==> src/rtl/mem_arbiter_if.sv <==
// Bundle between mem_arbiter and its surroundings: the two requester ports
// and the single-port data memory.
//   slave  : the arbiter's view of the bundle.
//   master : the environment's view, i.e. both requesters and the memory.
// Handshake: a requester raises reqN and holds it, with weN/addrN/wdataN
// stable, until it sees the one-cycle ackN pulse. It drops reqN at the edge
// that ends the ack cycle. If reqN is still high in the following IDLE
// cycle, the arbiter treats it as a new request. rdataN is valid in the
// ack cycle of a read.
interface mem_arbiter_if #(
  parameter int ADDR_W = 8,
  parameter int DATA_W = 8
) ();
  logic              req0;
  logic              we0;
  logic [ADDR_W-1:0] addr0;
  logic [DATA_W-1:0] wdata0;
  logic              ack0;
  logic [DATA_W-1:0] rdata0;

  logic              req1;
  logic              we1;
  logic [ADDR_W-1:0] addr1;
  logic [DATA_W-1:0] wdata1;
  logic              ack1;
  logic [DATA_W-1:0] rdata1;

  logic [ADDR_W-1:0] mem_addr;
  logic [DATA_W-1:0] mem_wdata;
  logic              mem_read;
  logic              mem_write;
  logic [DATA_W-1:0] mem_rdata;

  logic              busy;

  modport slave (
    input  req0, we0, addr0, wdata0, req1, we1, addr1, wdata1, mem_rdata,
    output ack0, rdata0, ack1, rdata1, mem_addr, mem_wdata, mem_read,
           mem_write, busy
  );

  modport master (
    output req0, we0, addr0, wdata0, req1, we1, addr1, wdata1, mem_rdata,
    input  ack0, rdata0, ack1, rdata1, mem_addr, mem_wdata, mem_read,
           mem_write, busy
  );
endinterface

==> src/rtl/mem_arbiter.sv <==
// mem_arbiter: shares one single-port data memory between the CPU datapath
// (port 0) and the loader/debug master (port 1). Each transaction takes
// three cycles: IDLE (grant and latch), ACCESS (one memory cycle) and
// RESP (one-cycle ack to the winner).
// Build option: MEM_ARB_FIXED_PRIO_EN makes port 0 always win contention.
// Without it, simultaneous requests alternate round-robin.
// o_state exposes the FSM state (0=IDLE, 1=ACCESS, 2=RESP).
module mem_arbiter #(
  parameter int ADDR_W = 8,
  parameter int DATA_W = 8
) (
  input  logic           clk,
  input  logic           rst,
  mem_arbiter_if.slave   bus,
  output logic [1:0]     o_state
);

  typedef enum logic [1:0] {
    IDLE   = 2'd0,
    ACCESS = 2'd1,
    RESP   = 2'd2
  } state_t;

  state_t            r_state;
  state_t            w_next;
  logic              r_last_grant;
  logic              r_sel;
  logic              r_we;
  logic [ADDR_W-1:0] r_addr;
  logic [DATA_W-1:0] r_wdata;
  logic [DATA_W-1:0] r_rdata0;
  logic [DATA_W-1:0] r_rdata1;
  logic              w_any_req;
  logic              w_grant;

  // Pick the winning port for the current IDLE cycle (0 or 1).
  always_comb begin
    w_any_req = bus.req0 | bus.req1;
`ifdef MEM_ARB_FIXED_PRIO_EN
    // Port 1 is served only when port 0 is not asking.
    w_grant = !bus.req0;
`else
    // Under contention, the port that did not win last time goes next.
    if (bus.req0 && bus.req1) begin
      w_grant = !r_last_grant;
    end else begin
      w_grant = bus.req1;
    end
`endif
  end

  // FSM state register; reset aborts any transaction in flight.
  always_ff @(posedge clk) begin
    if (rst) begin
      r_state <= IDLE;
    end else begin
      r_state <= w_next;
    end
  end

  // Next-state and strobe outputs; strobes exist only in ACCESS/RESP.
  always_comb begin
    w_next        = r_state;
    bus.mem_read  = 1'b0;
    bus.mem_write = 1'b0;
    bus.ack0      = 1'b0;
    bus.ack1      = 1'b0;
    case (r_state)
      IDLE: begin
        if (w_any_req) begin
          w_next = ACCESS;
        end
      end
      ACCESS: begin
        bus.mem_read  = !r_we;
        bus.mem_write = r_we;
        w_next        = RESP;
      end
      RESP: begin
        bus.ack0 = !r_sel;
        bus.ack1 = r_sel;
        w_next   = IDLE;
      end
      default: begin
        w_next = IDLE;
      end
    endcase
  end

  // Latch the winner's request in IDLE and capture read data at the end of ACCESS.
  always_ff @(posedge clk) begin
    if (rst) begin
      r_last_grant <= 1'b1;
      r_sel        <= 1'b0;
      r_we         <= 1'b0;
      r_addr       <= '0;
      r_wdata      <= '0;
      r_rdata0     <= '0;
      r_rdata1     <= '0;
    end else begin
      case (r_state)
        IDLE: begin
          if (w_any_req) begin
            r_sel   <= w_grant;
            r_we    <= w_grant ? bus.we1    : bus.we0;
            r_addr  <= w_grant ? bus.addr1  : bus.addr0;
            r_wdata <= w_grant ? bus.wdata1 : bus.wdata0;
          end
        end
        ACCESS: begin
          r_last_grant <= r_sel;
          if (!r_we) begin
            if (r_sel) begin
              r_rdata1 <= bus.mem_rdata;
            end else begin
              r_rdata0 <= bus.mem_rdata;
            end
          end
        end
        default: begin
        end
      endcase
    end
  end

  assign bus.mem_addr  = r_addr;
  assign bus.mem_wdata = r_wdata;
  assign bus.rdata0    = r_rdata0;
  assign bus.rdata1    = r_rdata1;
  assign bus.busy      = (r_state != IDLE);
  assign o_state       = r_state;

endmodule

==> src/flat_wrapper.sv <==
// flat-port wrapper written by rule: the top's interface ports become plain ports
module mem_arbiter_flat 
#(
  parameter int ADDR_W = 8,
  parameter int DATA_W = 8
)
  (clk, rst, o_state, bus_req0, bus_we0, bus_addr0, bus_wdata0, bus_req1, bus_we1, bus_addr1, bus_wdata1, bus_mem_rdata, bus_ack0, bus_rdata0, bus_ack1, bus_rdata1, bus_mem_addr, bus_mem_wdata, bus_mem_read, bus_mem_write, bus_busy);
  mem_arbiter_if #(.ADDR_W(ADDR_W), .DATA_W(DATA_W)) bus_i ();
  input  logic clk;
  input  logic rst;
  output logic [1:0] o_state;
  input wire logic [$bits(bus_i.req0)-1:0] bus_req0;
  input wire logic [$bits(bus_i.we0)-1:0] bus_we0;
  input wire logic [$bits(bus_i.addr0)-1:0] bus_addr0;
  input wire logic [$bits(bus_i.wdata0)-1:0] bus_wdata0;
  input wire logic [$bits(bus_i.req1)-1:0] bus_req1;
  input wire logic [$bits(bus_i.we1)-1:0] bus_we1;
  input wire logic [$bits(bus_i.addr1)-1:0] bus_addr1;
  input wire logic [$bits(bus_i.wdata1)-1:0] bus_wdata1;
  input wire logic [$bits(bus_i.mem_rdata)-1:0] bus_mem_rdata;
  output wire logic [$bits(bus_i.ack0)-1:0] bus_ack0;
  output wire logic [$bits(bus_i.rdata0)-1:0] bus_rdata0;
  output wire logic [$bits(bus_i.ack1)-1:0] bus_ack1;
  output wire logic [$bits(bus_i.rdata1)-1:0] bus_rdata1;
  output wire logic [$bits(bus_i.mem_addr)-1:0] bus_mem_addr;
  output wire logic [$bits(bus_i.mem_wdata)-1:0] bus_mem_wdata;
  output wire logic [$bits(bus_i.mem_read)-1:0] bus_mem_read;
  output wire logic [$bits(bus_i.mem_write)-1:0] bus_mem_write;
  output wire logic [$bits(bus_i.busy)-1:0] bus_busy;
  assign bus_i.req0 = bus_req0;
  assign bus_i.we0 = bus_we0;
  assign bus_i.addr0 = bus_addr0;
  assign bus_i.wdata0 = bus_wdata0;
  assign bus_i.req1 = bus_req1;
  assign bus_i.we1 = bus_we1;
  assign bus_i.addr1 = bus_addr1;
  assign bus_i.wdata1 = bus_wdata1;
  assign bus_i.mem_rdata = bus_mem_rdata;
  assign bus_ack0 = bus_i.ack0;
  assign bus_rdata0 = bus_i.rdata0;
  assign bus_ack1 = bus_i.ack1;
  assign bus_rdata1 = bus_i.rdata1;
  assign bus_mem_addr = bus_i.mem_addr;
  assign bus_mem_wdata = bus_i.mem_wdata;
  assign bus_mem_read = bus_i.mem_read;
  assign bus_mem_write = bus_i.mem_write;
  assign bus_busy = bus_i.busy;
  mem_arbiter #(.ADDR_W(ADDR_W), .DATA_W(DATA_W)) u_core (.clk(clk), .rst(rst), .bus(bus_i), .o_state(o_state));
endmodule
==> config.mk <==
export PLATFORM = sky130hd
export DESIGN_NAME = mem_arbiter_flat
export DESIGN_NICKNAME = d
export VERILOG_FILES = /design/src/rtl/mem_arbiter_if.sv /design/src/rtl/mem_arbiter.sv /design/src/flat_wrapper.sv
export SDC_FILE = /design/constraint.sdc
export NUM_CORES = 1
export LEC_CHECK = 0
export BUFFER_PORTS_ARGS = -buffer_cell sky130_fd_sc_hd__buf_2
export CAP_MARGIN = 5
export CORE_MARGIN = 2
export CORE_UTILIZATION = 44
export DETAILED_ROUTE_END_ITERATION = 10
export HOLD_SLACK_MARGIN = 0.02
export PLACE_DENSITY = 0.9
export SLEW_MARGIN = 20
export SYNTH_ARGS = -nofsm -noshare
export SYNTH_HDL_FRONTEND = slang
export SYNTH_SLANG_ARGS = --single-unit
export TNS_END_PERCENT = 20
==> constraint.sdc <==
create_clock -name clk -period 1.65 [get_ports clk]
set_clock_uncertainty 0.1 [all_clocks]
set_input_delay 0.33 -clock clk [delete_from_list [all_inputs] [get_ports clk]]
set_output_delay 0.33 -clock clk [all_outputs]
set_load 0.05 [all_outputs]
== After elaboration in Yosys (flattened, before gate mapping) ==
Index checks and enable logic that the tools add are counted.

* Equality and inequality tests: 3
* Multiplexer cells: 10
* Bitwise operators: 3
* Reduce and logical (&&, ||, !) cells: 9

{| class="wikitable"
|+ Operators by type and width
! kind !! count
|-
| $mux 8 || 2
|-
| $mux 1 || 6
|-
| $reduce_and 3->1 || 2
|-
| $pmux 2 s2 || 1
|-
| $logic_not 1->1 || 3
|-
| $eq 2x1->1 const B || 1
|-
| $eq 2x2->1 const B || 1
|-
| $logic_not 2->1 || 1
|-
| $mux 2 || 1
|-
| $ne 2x1->1 const B || 1
|-
| $not 1->1 || 2
|-
| $reduce_and 2->1 || 1
|-
| $reduce_bool 2->1 || 1
|-
| $logic_and 1x1->1 || 1
|-
| $or 1x1->1 || 1
|}

* Register bits after elaboration: 37
* Input bits: 46
* Output and inout bits: 39

== Depth between registers and ports, before layout ==
Gate-level depths: netlist of run 1.

* Depth after elaboration: 3
* Depth in mapped cells: 5

== Least setup slack after synthesis of run 1 ==
Ideal clock, no wire load.

* Path kind: reg-to-output
* Start point: register u_core.r_state[1] (netlist: u_core.o_state[1])
* End point: output port bus_ack0
* Data arrival time: 2013 ps
* Path slack: -793 ps
* Cell stages (with the launch flop): 2
* Buffers on the path: 0
* Cells stage by stage: dfxtp_1 > nor3b_1

* Longest elaborated chain between the ends: 2

{| class="wikitable"
|+ Ends and longest elaborated chain
! element !! line !! RTL
|-
| start: declaration || mem_arbiter.sv:24 || <nowiki>state_t r_state;</nowiki>
|-
| start signal: assignment || mem_arbiter.sv:57 || <nowiki>r_state <= w_next;</nowiki>
|-
| $eq 2x2->1 || mem_arbiter.sv:68 || <nowiki>case (r_state)</nowiki>
|-
| $mux 1 || mem_arbiter.sv:68 ||
|-
| end: declaration || flat_wrapper.sv:21 || <nowiki>output wire logic [$bits(bus_i.ack0)-1:0] bus_ack0;</nowiki>
|}

Every way passes these cells.

== Worst setup path in the final report of run 1 ==
* Start point: register u_core.r_state[0] (netlist: u_core.o_state[0])
* End point: output port bus_mem_read

* Longest elaborated chain between the ends: 2

{| class="wikitable"
|+ Ends and longest elaborated chain
! element !! line !! RTL
|-
| $eq 2x1->1 || mem_arbiter.sv:68 ||
|-
| $mux 1 || mem_arbiter.sv:68 ||
|-
| end: declaration || flat_wrapper.sv:27 || <nowiki>output wire logic [$bits(bus_i.mem_read)-1:0] bus_mem_read;</nowiki>
|}

Every way passes these cells.

==> summary.md, run 1 <==
| Metric | Value |
|---|---|
| Final RePlAce weighted congestion | `0.828` |
| Critical path class | `reg -> out` |
| Fin nets | `313` |
| Violated checks | `setup timing` |
| Yosys reg bits | `37` |
| Outcome | `complete, but fails checks` |
| Mapped Area | `0.00160 mm^2` |
| Commonest non-fill, non-tap cell in the layout | `buf_2` |
| ANT cells | `0` |
| Synthesis-to-layout area growth | `37.0%` |
| Vias in the first global route | `1,497` |
| Crit-path cells | `or2b_4, nor2_4, buf_6` |
| Antenna-violating nets left | `0` |
| Register area | `749 um^2` |
| CTS H-tree depth | `2` |
| Final Util | `64.3%` |
| Final Max Slew Viols | `0` |
| Setup TNS | `-0.104 ns` |
| Row count | `21` |
| Final hold viol count | `0` |
| Hold crit path type | `in -> reg` |
| HP Start | `bus_mem_rdata[5]` |
| GRT Util Overall | `20.5%` |
| Final non-filler cell total | `314` |
| Cells after Synth | `181` |
| Leak | `1.02 nW` |
| Pin count of the biggest net entering global routing | `23` |
| Io pins | `85` |
| Die area | `0.00414 mm^2` |
| Residual DRC | `0` |
| WP data required | `1.22 ns` |
| CP max stage cell | `dfxtp_4` |
| Post-DP HPWL | `3000 um` |
| RSZ-0062 raised after global routing | `yes` |
| Slowest stage delay, CP | `0.39 ns` |
| Critical path startpoint category | `flip-flop` |
| Tot Pwr | `2.22 mW` |
| Highest Clock Rate | `586 MHz` |
| CTS tree | `built` |
| DP Worst Slack | `0.111 ns` |
| Minimum clock period after layout | `1.71 ns` |
| Peak supply drop | `0.000555 V` |
| Post-synth top area cell | `dfxtp_1` |
| Root Buffer | `clkbuf_4` |
| CP Max Fanout | `6` |
| Port bufs | `84` |
| # fillers | `315` |
| Slew margin rel. | `65.7%` |
| Total congestion overflow | `0` |
| DR WL/cell | `12.9 um` |
| CTS buffer count | `5` |
| Max Root-Sink Buffers | `2` |
| Post-route setup slack | `-0.0551 ns` |
| Vias | `1,613` |
| Most frequent cells in the layout | `78 x buf_2, 51 x nand2_1, 34 x dfxtp_1` |
| Sequential area share after synthesis | `46.2%` |
| TritonRoute pass-1 iters | `4` |
| Initial core utilization | `47.0%` |
| Die Y | `64.4 um` |
| Core area | `0.00342 mm^2` |
| Reg-to-Reg Start | `u_core.o_state[0]` |
| Die Wd | `64.4 um` |
| Worst-Skew Late Latency | `0.33 ns` |
| Max_cap viols | `0` |
| Synthesized net count | `227` |
| Cell variety after synth | `27` |
| Global-route wire length before repair | `6620 um` |
| Routed WL | `4050 um` |
| Placed Cells | `303` |
| Multi-input logic area | `787 um^2` |
| YS warnings | `0` |
| DRT iter0 DRCs | `101` |
| Worst-margin pin slew | `0.513 ns` |
| CTS Hold Buffers Added | `0` |
| Synthesized area per cell | `8.86 um^2` |
| Top cell type's share of synthesized area | `46.2%` |
| Crit path from | `u_core.o_state[0]` |
| Area contributors post-synth | `dfxtp_1 46%, nand2_1 12%, a311oi_1 8.7%, a21oi_1 8.1%, mux2i_1 5.6%` |
| CP endpoint kind | `primary output` |
| Worst-path clk slew | `0.10 ns` |
| Critical path arrival | `1.28 ns` |
| Antenna violations before repair | `0` |
| Pwr dens | `1010 mW/mm^2` |
| # clock sinks | `37` |
| Final period util | `103%` |
| Setup Viol. Count Final | `2` |
| Via density | `5.14` |
| Share of cells above drive strength 1 | `43.7%` |
## where the power goes
group | internal (mW) | leakage, nW | switching (mW)
clock network | 0.247 | 0.0413 | 0.274
registers | 0.965 | 0.306 | 0.0505
logic | 0.217 | 0.676 | 0.466
## final cells by class
cell class              count  share of cell area, %
clock buffers               7                   2.96
inverters                   2                  0.456
well taps                  46                   2.62
multi-input cells         129                   35.8
clock inverters             1                  0.228
flip-flops and latches     37                   34.1
repair buffers             92                   23.8
## repair_timing
item                       4_1_cts  5_1_grt
setup endpoints to repair        5        6
setup buffers                    3        0
hold endpoints to repair         0        0
gates resized for setup         11        3
pin swaps                        1        0
## flip-flops by register name, indices dropped and copies added (netlist names)
name / cells
u_core.bus.mem_addr: 8
u_core.bus.mem_wdata: 8
u_core.bus.rdata0: 8
u_core.bus.rdata1: 8
u_core.o_state: 2
u_core.r_last_grant: 1
u_core.r_sel: 1
u_core.r_we: 1
## metrics by stage
| stage | area [um^2] | hold WS, ns |
|---|---|---|
| final | 2200 | 0.136 |
| after global routing | 2200 | 0.117 |
| after CTS | 2190 | 0.118 |
| after detailed placement | 2070 | 0.344 |
| after global placement | 2070 | 0.340 |
| after floorplan | 1640 | 0.366 |
## critical path, delay by kind of cell (launching register included)
kind | cells | cell delay, ns
simple gates | 2 | 0.39
flops | 1 | 0.39
buf+inv | 1 | 0.16
## synth_stat cells
library cell  number
a21bo_2            1
a21boi_4           1
a21oi_1           26
a311oi_1          16
a311oi_2           1
and3b_2            1
and4bb_2           1
buf_1              1
buf_2              1
buf_4              4
buf_6              4
clkbuf_1           3
dfxtp_1           37
inv_1              1
inv_4              1
mux2i_1            9
nand2_1           51
nand2b_1           1
nor2_1            12
nor2_4             2
nor3_1             1
nor3b_1            1
nor4b_4            1
o21ai_0            1
or2_2              1
or2b_2             1
or4b_1             1
## kinds of logic (layout without fill, tap and decap cells)
logic type	after synthesis	after routing	synth area share [%]
and+or+nand+nor	74	74	21.8
AOI/OAI and AO/OA	46	46	19.9
DFF	37	37	46.2
buffers and inverters	15	102	6.55
muxes	9	9	5.62
## worst paths after layout
kind,end,slack (ns),cells past startpoint
setup / recovery,bus_mem_read,-0.06,3
hold / removal,u_core.bus.rdata0[5],0.14,3
setup reg to reg,u_core.bus.mem_addr[7],0.16,4
hold reg to reg,u_core.bus.rdata0[7],0.36,2
## metal layers
layer	vias to the layer above	share of wire, %	track usage (%)
met3	4	6.1	4.75
met5	-	0	0
met2	58	50	32.7
met4	0	1.5	11.2
met1	746	43	25.6
li1	805	-	-
Note: power is estimated with default switching activity, not from simulation.
==> run 2: changes to the inputs <==
--- a/config.mk
+++ b/config.mk
@@ -8,10 +8,11 @@
 export BUFFER_PORTS_ARGS = -buffer_cell sky130_fd_sc_hd__buf_2
 export CAP_MARGIN = 5
 export CORE_MARGIN = 2
-export CORE_UTILIZATION = 44
+export CORE_UTILIZATION = 46
+export CTS_BUF_LIST = sky130_fd_sc_hd__clkbuf_2 sky130_fd_sc_hd__clkbuf_4 sky130_fd_sc_hd__clkbuf_8
 export DETAILED_ROUTE_END_ITERATION = 10
 export HOLD_SLACK_MARGIN = 0.02
-export PLACE_DENSITY = 0.9
+export PLACE_DENSITY = 0.93
 export SLEW_MARGIN = 20
 export SYNTH_ARGS = -nofsm -noshare
 export SYNTH_HDL_FRONTEND = slang
==> run 2 against run 1 <==
Compared with the run above:
- cell area fell by 1.4%
- maximum frequency fell by 0.30%
- sequential cell count did not move
- largest cell class unchanged
- die area fell by 4.1%
- critical path depth did not move
- first-iteration DRC count fell by 17%
- wire length fell by 2.7%
- the flow still finishes with violations (setup timing)
- combinational power fell by 2%
- cell count fell by 0.96%
==> summary.md, run 2 (synthesis gave the netlist of run 1 again) <==
| Metric | Value |
|---|---|
| Reg-to-Reg Start | `u_core.o_state[1]` |
| Peak supply drop | `0.000600 V (+8.0%)` |
| Violated checks | `setup timing` |
| DRT iter0 DRCs | `84 (-17%)` |
| CTS H-tree depth | `2 (unchanged)` |
| HP Start | `bus_mem_rdata[0]` |
| Row count | `21 (unchanged)` |
| Worst reg-to-reg setup slack | `0.19 ns (+0.03 ns)` |
| CP Max Fanout | `7 (+1)` |
| DP Worst Slack | `0.114 ns (+0.00327 ns)` |
| Outcome | `complete, but fails checks` |
| Register area | `749 um^2 (unchanged)` |
| Vias | `1,581 (-2.0%)` |
| Placed Cells | `303 (unchanged)` |
| Io pins | `85 (unchanged)` |
| Highest Clock Rate | `585 MHz (-0.30%)` |
| Critical path startpoint category | `flip-flop` |
| Root Buffer | `clkbuf_4` |
| Final Max Slew Viols | `0 (unchanged)` |
| CTS buffer count | `5 (unchanged)` |
| Port bufs | `84 (unchanged)` |
| CTS tree | `built` |
| WP data required | `1.22 ns (about the same)` |
| Vias in the first global route | `1,416 (-5.4%)` |
| Hold crit path type | `in -> reg` |
| RSZ-0062 raised after global routing | `yes` |
| GRT Util Overall | `20.0% (-0.52 points)` |
| Post-DP HPWL | `2950 um (-1.9%)` |
| Core area | `0.00334 mm^2 (-2.3%)` |
| Max_cap viols | `0 (unchanged)` |
| Initial core utilization | `48.1% (+1.1 points)` |
| Final period util | `104% (+0.31 points)` |
| Pwr dens | `1000 mW/mm^2 (-0.96%)` |
| Commonest non-fill, non-tap cell in the layout | `buf_2` |
| CP endpoint kind | `primary output` |
| Total congestion overflow | `0 (unchanged)` |
| DR WL/cell | `12.7 um (-1.8%)` |
| Post-route setup slack | `-0.0602 ns (-0.00511 ns)` |
| Synthesis-to-layout area growth | `35.0%` |
| Antenna violations before repair | `0 (unchanged)` |
| Residual DRC | `0 (unchanged)` |
| TritonRoute pass-1 iters | `4 (unchanged)` |
| Worst-margin pin slew | `0.486 ns (-0.0273 ns)` |
| Pin count of the biggest net entering global routing | `38 (+65%)` |
| # clock sinks | `37 (unchanged)` |
| Worst-Skew Late Latency | `0.32 ns (about the same)` |
| Slew margin rel. | `67.5% (+1.8 points)` |
| R2r endpoint | `u_core.bus.mem_wdata[5]` |
| Share of cells above drive strength 1 | `43.0% (-0.64 points)` |
| Max Root-Sink Buffers | `2 (unchanged)` |
| Final RePlAce weighted congestion | `0.744 (-10%)` |
| Fin nets | `311 (-0.64%)` |
| Global-route wire length before repair | `6350 um (-4.1%)` |
| Final hold viol count | `0 (unchanged)` |
| Die Wd | `63.1 um (-2.1%)` |
| ANT cells | `0 (unchanged)` |
| Antenna-violating nets left | `0 (unchanged)` |
| Via density | `5.08 (-1.0%)` |
| Hold depth | `3 (unchanged)` |
| Multi-input logic area | `787 um^2 (unchanged)` |
| WHS Endpoint | `u_core.bus.rdata0[0]` |
| Reg2Reg Depth | `4 (unchanged)` |
| Leak | `1.01 nW (-1.6%)` |
| Setup Viol. Count Final | `3 (+1)` |
| Tot Pwr | `2.17 mW (-2.4%)` |
| # fillers | `302 (-4.1%)` |
| Final non-filler cell total | `311 (-0.96%)` |
| Die Y | `63.1 um (-2.1%)` |
| Critical path arrival | `1.28 ns (about the same)` |
| Routed WL | `3950 um (-2.7%)` |
| Most frequent cells in the layout | `80 x buf_2, 51 x nand2_1, 34 x dfxtp_1` |
| Critical path class | `reg -> out` |
| Minimum clock period after layout | `1.71 ns (+0.00511 ns)` |
| Die area | `0.00398 mm^2 (-4.1%)` |
| Worst-path clk slew | `0.10 ns (about the same)` |
| Final Util | `64.9% (+0.58 points)` |
run 2: cell types whose count changed in the layout (fill, tap and decap cells not counted):
cell	change
clkinv_2	-1
clkbuf_8	-1
buf_4	-3
buf_2	+2
run 2: where the power goes:
group | switching [mW] | total, mW | internal, mW
sequential | 0.0513 | 1.02 | 0.965
combinational | 0.460 | 0.667 | 0.207
clock | 0.266 | 0.484 | 0.218
run 2: how the worst max path moves through the flow:
| stage | to | start | slack, ns |
|---|---|---|---|
| 2_1_floorplan | bus_mem_read | u_core.o_state[0] | 0.09 |
| 3_3_place_gp | bus_mem_read | u_core.o_state[0] | 0.14 |
| 3_5_place_dp | bus_mem_write | u_core.o_state[0] | 0.11 |
| 4_1_cts | bus_mem_read | u_core.o_state[0] | -0.07 |
| 5_1_grt | bus_mem_write | u_core.o_state[0] | -0.12 |
| 6_report | bus_mem_write | u_core.o_state[0] | -0.06 |
run 2: repair_timing:
action                     in CTS  in global routing
resized for setup              10                  1
hold buffers                    0                  0
setup buffers                   1                  0
hold endpoints to repair        0                  0
setup endpoints to repair       5                  5
pin swaps                       0                  0
run 2: cell type report:
| type | count | area share [%] |
|---|---|---|
| flip-flops and latches | 37 | 34.6 |
| inverters | 2 | 0.462 |
| well taps | 46 | 2.66 |
| clock buffers | 7 | 2.72 |
| repair buffers | 90 | 23.2 |
| multi-input cells | 129 | 36.3 |
run 2: per-layer routing:
metal / share of wire [%] / global-route usage (%) / vias to the layer above
met5: 0 / 0 / -
met4: 0.96 / 7.50 / 0
met3: 4.1 / 3.93 / 4
met2: 52 / 34.7 / 47
met1: 43 / 24.4 / 734
li1: - / - / 796
run 2: critical path: stages, from the launching register on:
cell	delay [ns]
dfxtp_4	0.39
or2b_4	0.31
nor2_4	0.10
buf_6	0.16
run 2: through the flow:
step / TNS (ns) / hold WS, ns / instance area, um^2
2_1_floorplan: 0 / 0.366 / 1640
3_3_place_gp: 0 / 0.340 / 2070
3_5_place_dp: 0 / 0.344 / 2070
4_1_cts: -0.170 / 0.130 / 2160
5_1_grt: -0.375 / 0.143 / 2170
6_report: -0.103 / 0.146 / 2170
==> run 3: changes to the inputs <==
--- a/config.mk
+++ b/config.mk
@@ -7,7 +7,7 @@
 export LEC_CHECK = 0
 export BUFFER_PORTS_ARGS = -buffer_cell sky130_fd_sc_hd__buf_2
 export CAP_MARGIN = 5
-export CORE_MARGIN = 2
+export CORE_MARGIN = 3
 export CORE_UTILIZATION = 46
 export CTS_BUF_LIST = sky130_fd_sc_hd__clkbuf_2 sky130_fd_sc_hd__clkbuf_4 sky130_fd_sc_hd__clkbuf_8
 export DETAILED_ROUTE_END_ITERATION = 10
==> run 3 against run 2 <==
Compared with the run above:
- wire length grew 8.3%
- setup slack lost 0.0020 ns
- the run still ends with setup timing left
- via count grew 1.8%
- critical endpoint is now bus_mem_read
- utilization rose by 3.9 points
- critical path depth is the same
- register-to-register slack got worse by 0.05 ns
- sequential power hardly changed
- cell area grew 0.92%
==> summary.md, run 3 (synthesis gave the netlist of run 1 again) <==
| Metric | Value |
|---|---|
| Outcome | `complete, but fails checks` |
| Violated checks | `setup timing` |
| Initial core utilization | `50.5% (+2.4 points)` |
| DRT iter0 DRCs | `122 (+45%)` |
| Int Power | `1.40 mW (+0.82%)` |
| Core area | `0.00318 mm^2 (-4.8%)` |
| Design area | `0.00219 mm^2 (+0.92%)` |
| Post-DP HPWL | `3160 um (+7.2%)` |
| Worst-margin pin slew | `0.621 ns (+0.135 ns)` |
| Antenna violations before repair | `0 (unchanged)` |
| Port bufs | `84 (unchanged)` |
| Commonest non-fill, non-tap cell in the layout | `buf_2` |
| Via density | `5.14 (+1.2%)` |
| Setup Viol. Count Final | `2 (-1)` |
| CTS H-tree depth | `2 (unchanged)` |
| Final Max Slew Viols | `0 (unchanged)` |
| Minimum clock period after layout | `1.71 ns (+0.00200 ns)` |
| Total congestion overflow | `0 (unchanged)` |
| Psw | `778 uW (+0.15%)` |
| Critical path arrival | `1.28 ns (about the same)` |
| CTS buffer count | `5 (unchanged)` |
| Slowest stage delay, CP | `0.40 ns (about the same)` |
| Final period util | `104% (+0.12 points)` |
| Critical path class | `reg -> out` |
| DP Worst Slack | `0.102 ns (-0.0118 ns)` |
| Highest Clock Rate | `584 MHz (-0.12%)` |
| Hold crit path type | `in -> reg` |
| CTS Hold Buffers Added | `0 (unchanged)` |
| Antenna-violating nets left | `0 (unchanged)` |
| Worst-Skew Late Latency | `0.32 ns (about the same)` |
| DR WL/cell | `13.7 um (+7.6%)` |
| Pwr dens | `998 mW/mm^2 (-0.34%)` |
| Sw frac | `35.7% (-0.15 points)` |
| Min Hold Slack | `0.148 ns (+0.00183 ns)` |
| Global-route wire length before repair | `6630 um (+4.4%)` |
| Synthesis-to-layout area growth | `36.3%` |
| Metal3 WL | `240 um (+47%)` |
| Die Wd | `65.1 um (+3.2%)` |
| Io pins | `85 (unchanged)` |
| # fillers | `287 (-5.0%)` |
| Peak supply drop | `0.000614 V (+2.3%)` |
| Final RePlAce weighted congestion | `0.763 (+2.5%)` |
| Clk pwr share | `22.0% (-0.3 points)` |
| CTS tree | `built` |
| Fin nets | `314 (+0.96%)` |
| CP Max Fanout | `6 (-1)` |
| CP endpoint kind | `primary output` |
| Register area | `751 um^2 (+0.17%)` |
| GRT Util Overall | `20.1% (+0.080 points)` |
| Leak | `1.02 nW (+1.4%)` |
| Part of the power in combinational logic | `31.1% (+0.3 points)` |
| Final Util | `68.8% (+3.9 points)` |
| Vias in the first global route | `1,396 (-1.4%)` |
| Die Y | `65.1 um (+3.2%)` |
| Most frequent cells in the layout | `79 x buf_2, 51 x nand2_1, 33 x dfxtp_1` |
| Sequential Power Share | `46.9% (about the same)` |
| Share of cells above drive strength 1 | `44.2% (+1.2 points)` |
| Max Root-Sink Buffers | `2 (unchanged)` |
| ANT cells | `0 (unchanged)` |
| Final hold viol count | `0 (unchanged)` |
| Critical path startpoint category | `flip-flop` |
| Row count | `20 (-4.8%)` |
| Worst reg-to-reg setup slack | `0.14 ns (-0.05 ns)` |
| Vias | `1,610 (+1.8%)` |
| Worst-path clk slew | `0.10 ns (about the same)` |
| Residual DRC | `0 (unchanged)` |
| Post-Route M1 WL | `1700 um (about the same)` |
| Post-route setup slack | `-0.0622 ns (-0.00200 ns)` |
| Hold depth | `3 (unchanged)` |
| Die area | `0.00423 mm^2 (+6.4%)` |
| Max_cap viols | `0 (unchanged)` |
| Pin count of the biggest net entering global routing | `35 (-7.9%)` |
| Uppermost layer routed | `met4` |
| Post-Place Cell Area | `0.00205 mm^2 (-0.73%)` |
| Met2 wire len | `2320 um (+13%)` |
| WP data required | `1.22 ns (about the same)` |
| Reg2Reg Depth | `4 (unchanged)` |
| Crit-path cells | `or2b_4, nor2_4, buf_8` |
| Root Buffer | `clkbuf_4` |
| CP max stage cell | `dfxtp_4` |
| Slew margin rel. | `58.6% (-8.9 points)` |
| Multi-input logic area | `787 um^2 (unchanged)` |
| RSZ-0062 raised after global routing | `yes` |
| Routed WL | `4270 um (+8.3%)` |
| TritonRoute pass-1 iters | `4 (unchanged)` |
| # clock sinks | `37 (unchanged)` |
-- run 3: cell types whose count changed in the layout (fill, tap and decap cells not counted) --
cell / delta
dfxtp_2: +1
clkbuf_4: +2
buf_2: -1
buf_8: +1
clkbuf_8: -1
dfxtp_1: -1
buf_4: +4
buf_12: -1
-- run 3: what timing repair did --
action                                  4_1_cts  5_1_grt
setup buffers                                 3        1
endpoints found under the setup margin        5        4
gates cloned                                  0        0
pin swaps                                     1        0
gates resized for setup                      13        2
-- run 3: power groups by stage --
stage	Combinational [mW]	Sequential, mW	Clock (mW)
2_1_floorplan	0.268	1.26	0
3_3_place_gp	0.642	1.04	0
3_5_place_dp	0.649	1.04	0
4_1_cts	0.674	1.02	0.495
5_1_grt	0.723	1.03	0.540
6_report	0.679	1.02	0.480
-- run 3: stage by stage --
step | total power [mW] | TNS [ns] | instances
2_1_floorplan | 1.53 | 0 | 181
3_3_place_gp | 1.68 | 0 | 301
3_5_place_dp | 1.69 | 0 | 301
4_1_cts | 2.19 | -0.117 | 312
5_1_grt | 2.30 | -0.350 | 313
6_report | 2.18 | -0.115 | 313
-- run 3: area by class of cell --
type                    count  share of cell area (%)
well taps                  44                    2.52
flip-flops and latches     37                    34.3
clock buffers               8                    2.75
multi-input cells         129                    36.0
repair buffers             93                    23.9
inverters                   2                   0.458
-- run 3: final timing paths --
| path | start | endpoint |
|---|---|---|
| max | u_core.o_state[0] | bus_mem_read |
| min | bus_mem_rdata[2] | u_core.bus.rdata0[2] |
| max reg2reg | u_core.o_state[0] | u_core.bus.rdata0[5] |
| min reg2reg | u_core.bus.rdata0[3] | u_core.bus.rdata0[3] |
-- run 3: routing by layer --
| metal | vias up | global-route usage, % |
|---|---|---|
| li1 | 804 | - |
| met4 | 0 | 6.99 |
| met3 | 2 | 3.29 |
| met5 | - | 0 |
| met2 | 58 | 34.9 |
| met1 | 746 | 25.0 |
-- run 3: critical path, delay by kind of cell, from the launching register on --
family | cells | cell delay [ns]
simple gates | 2 | 0.41
buf+inv | 1 | 0.15
flops | 1 | 0.40
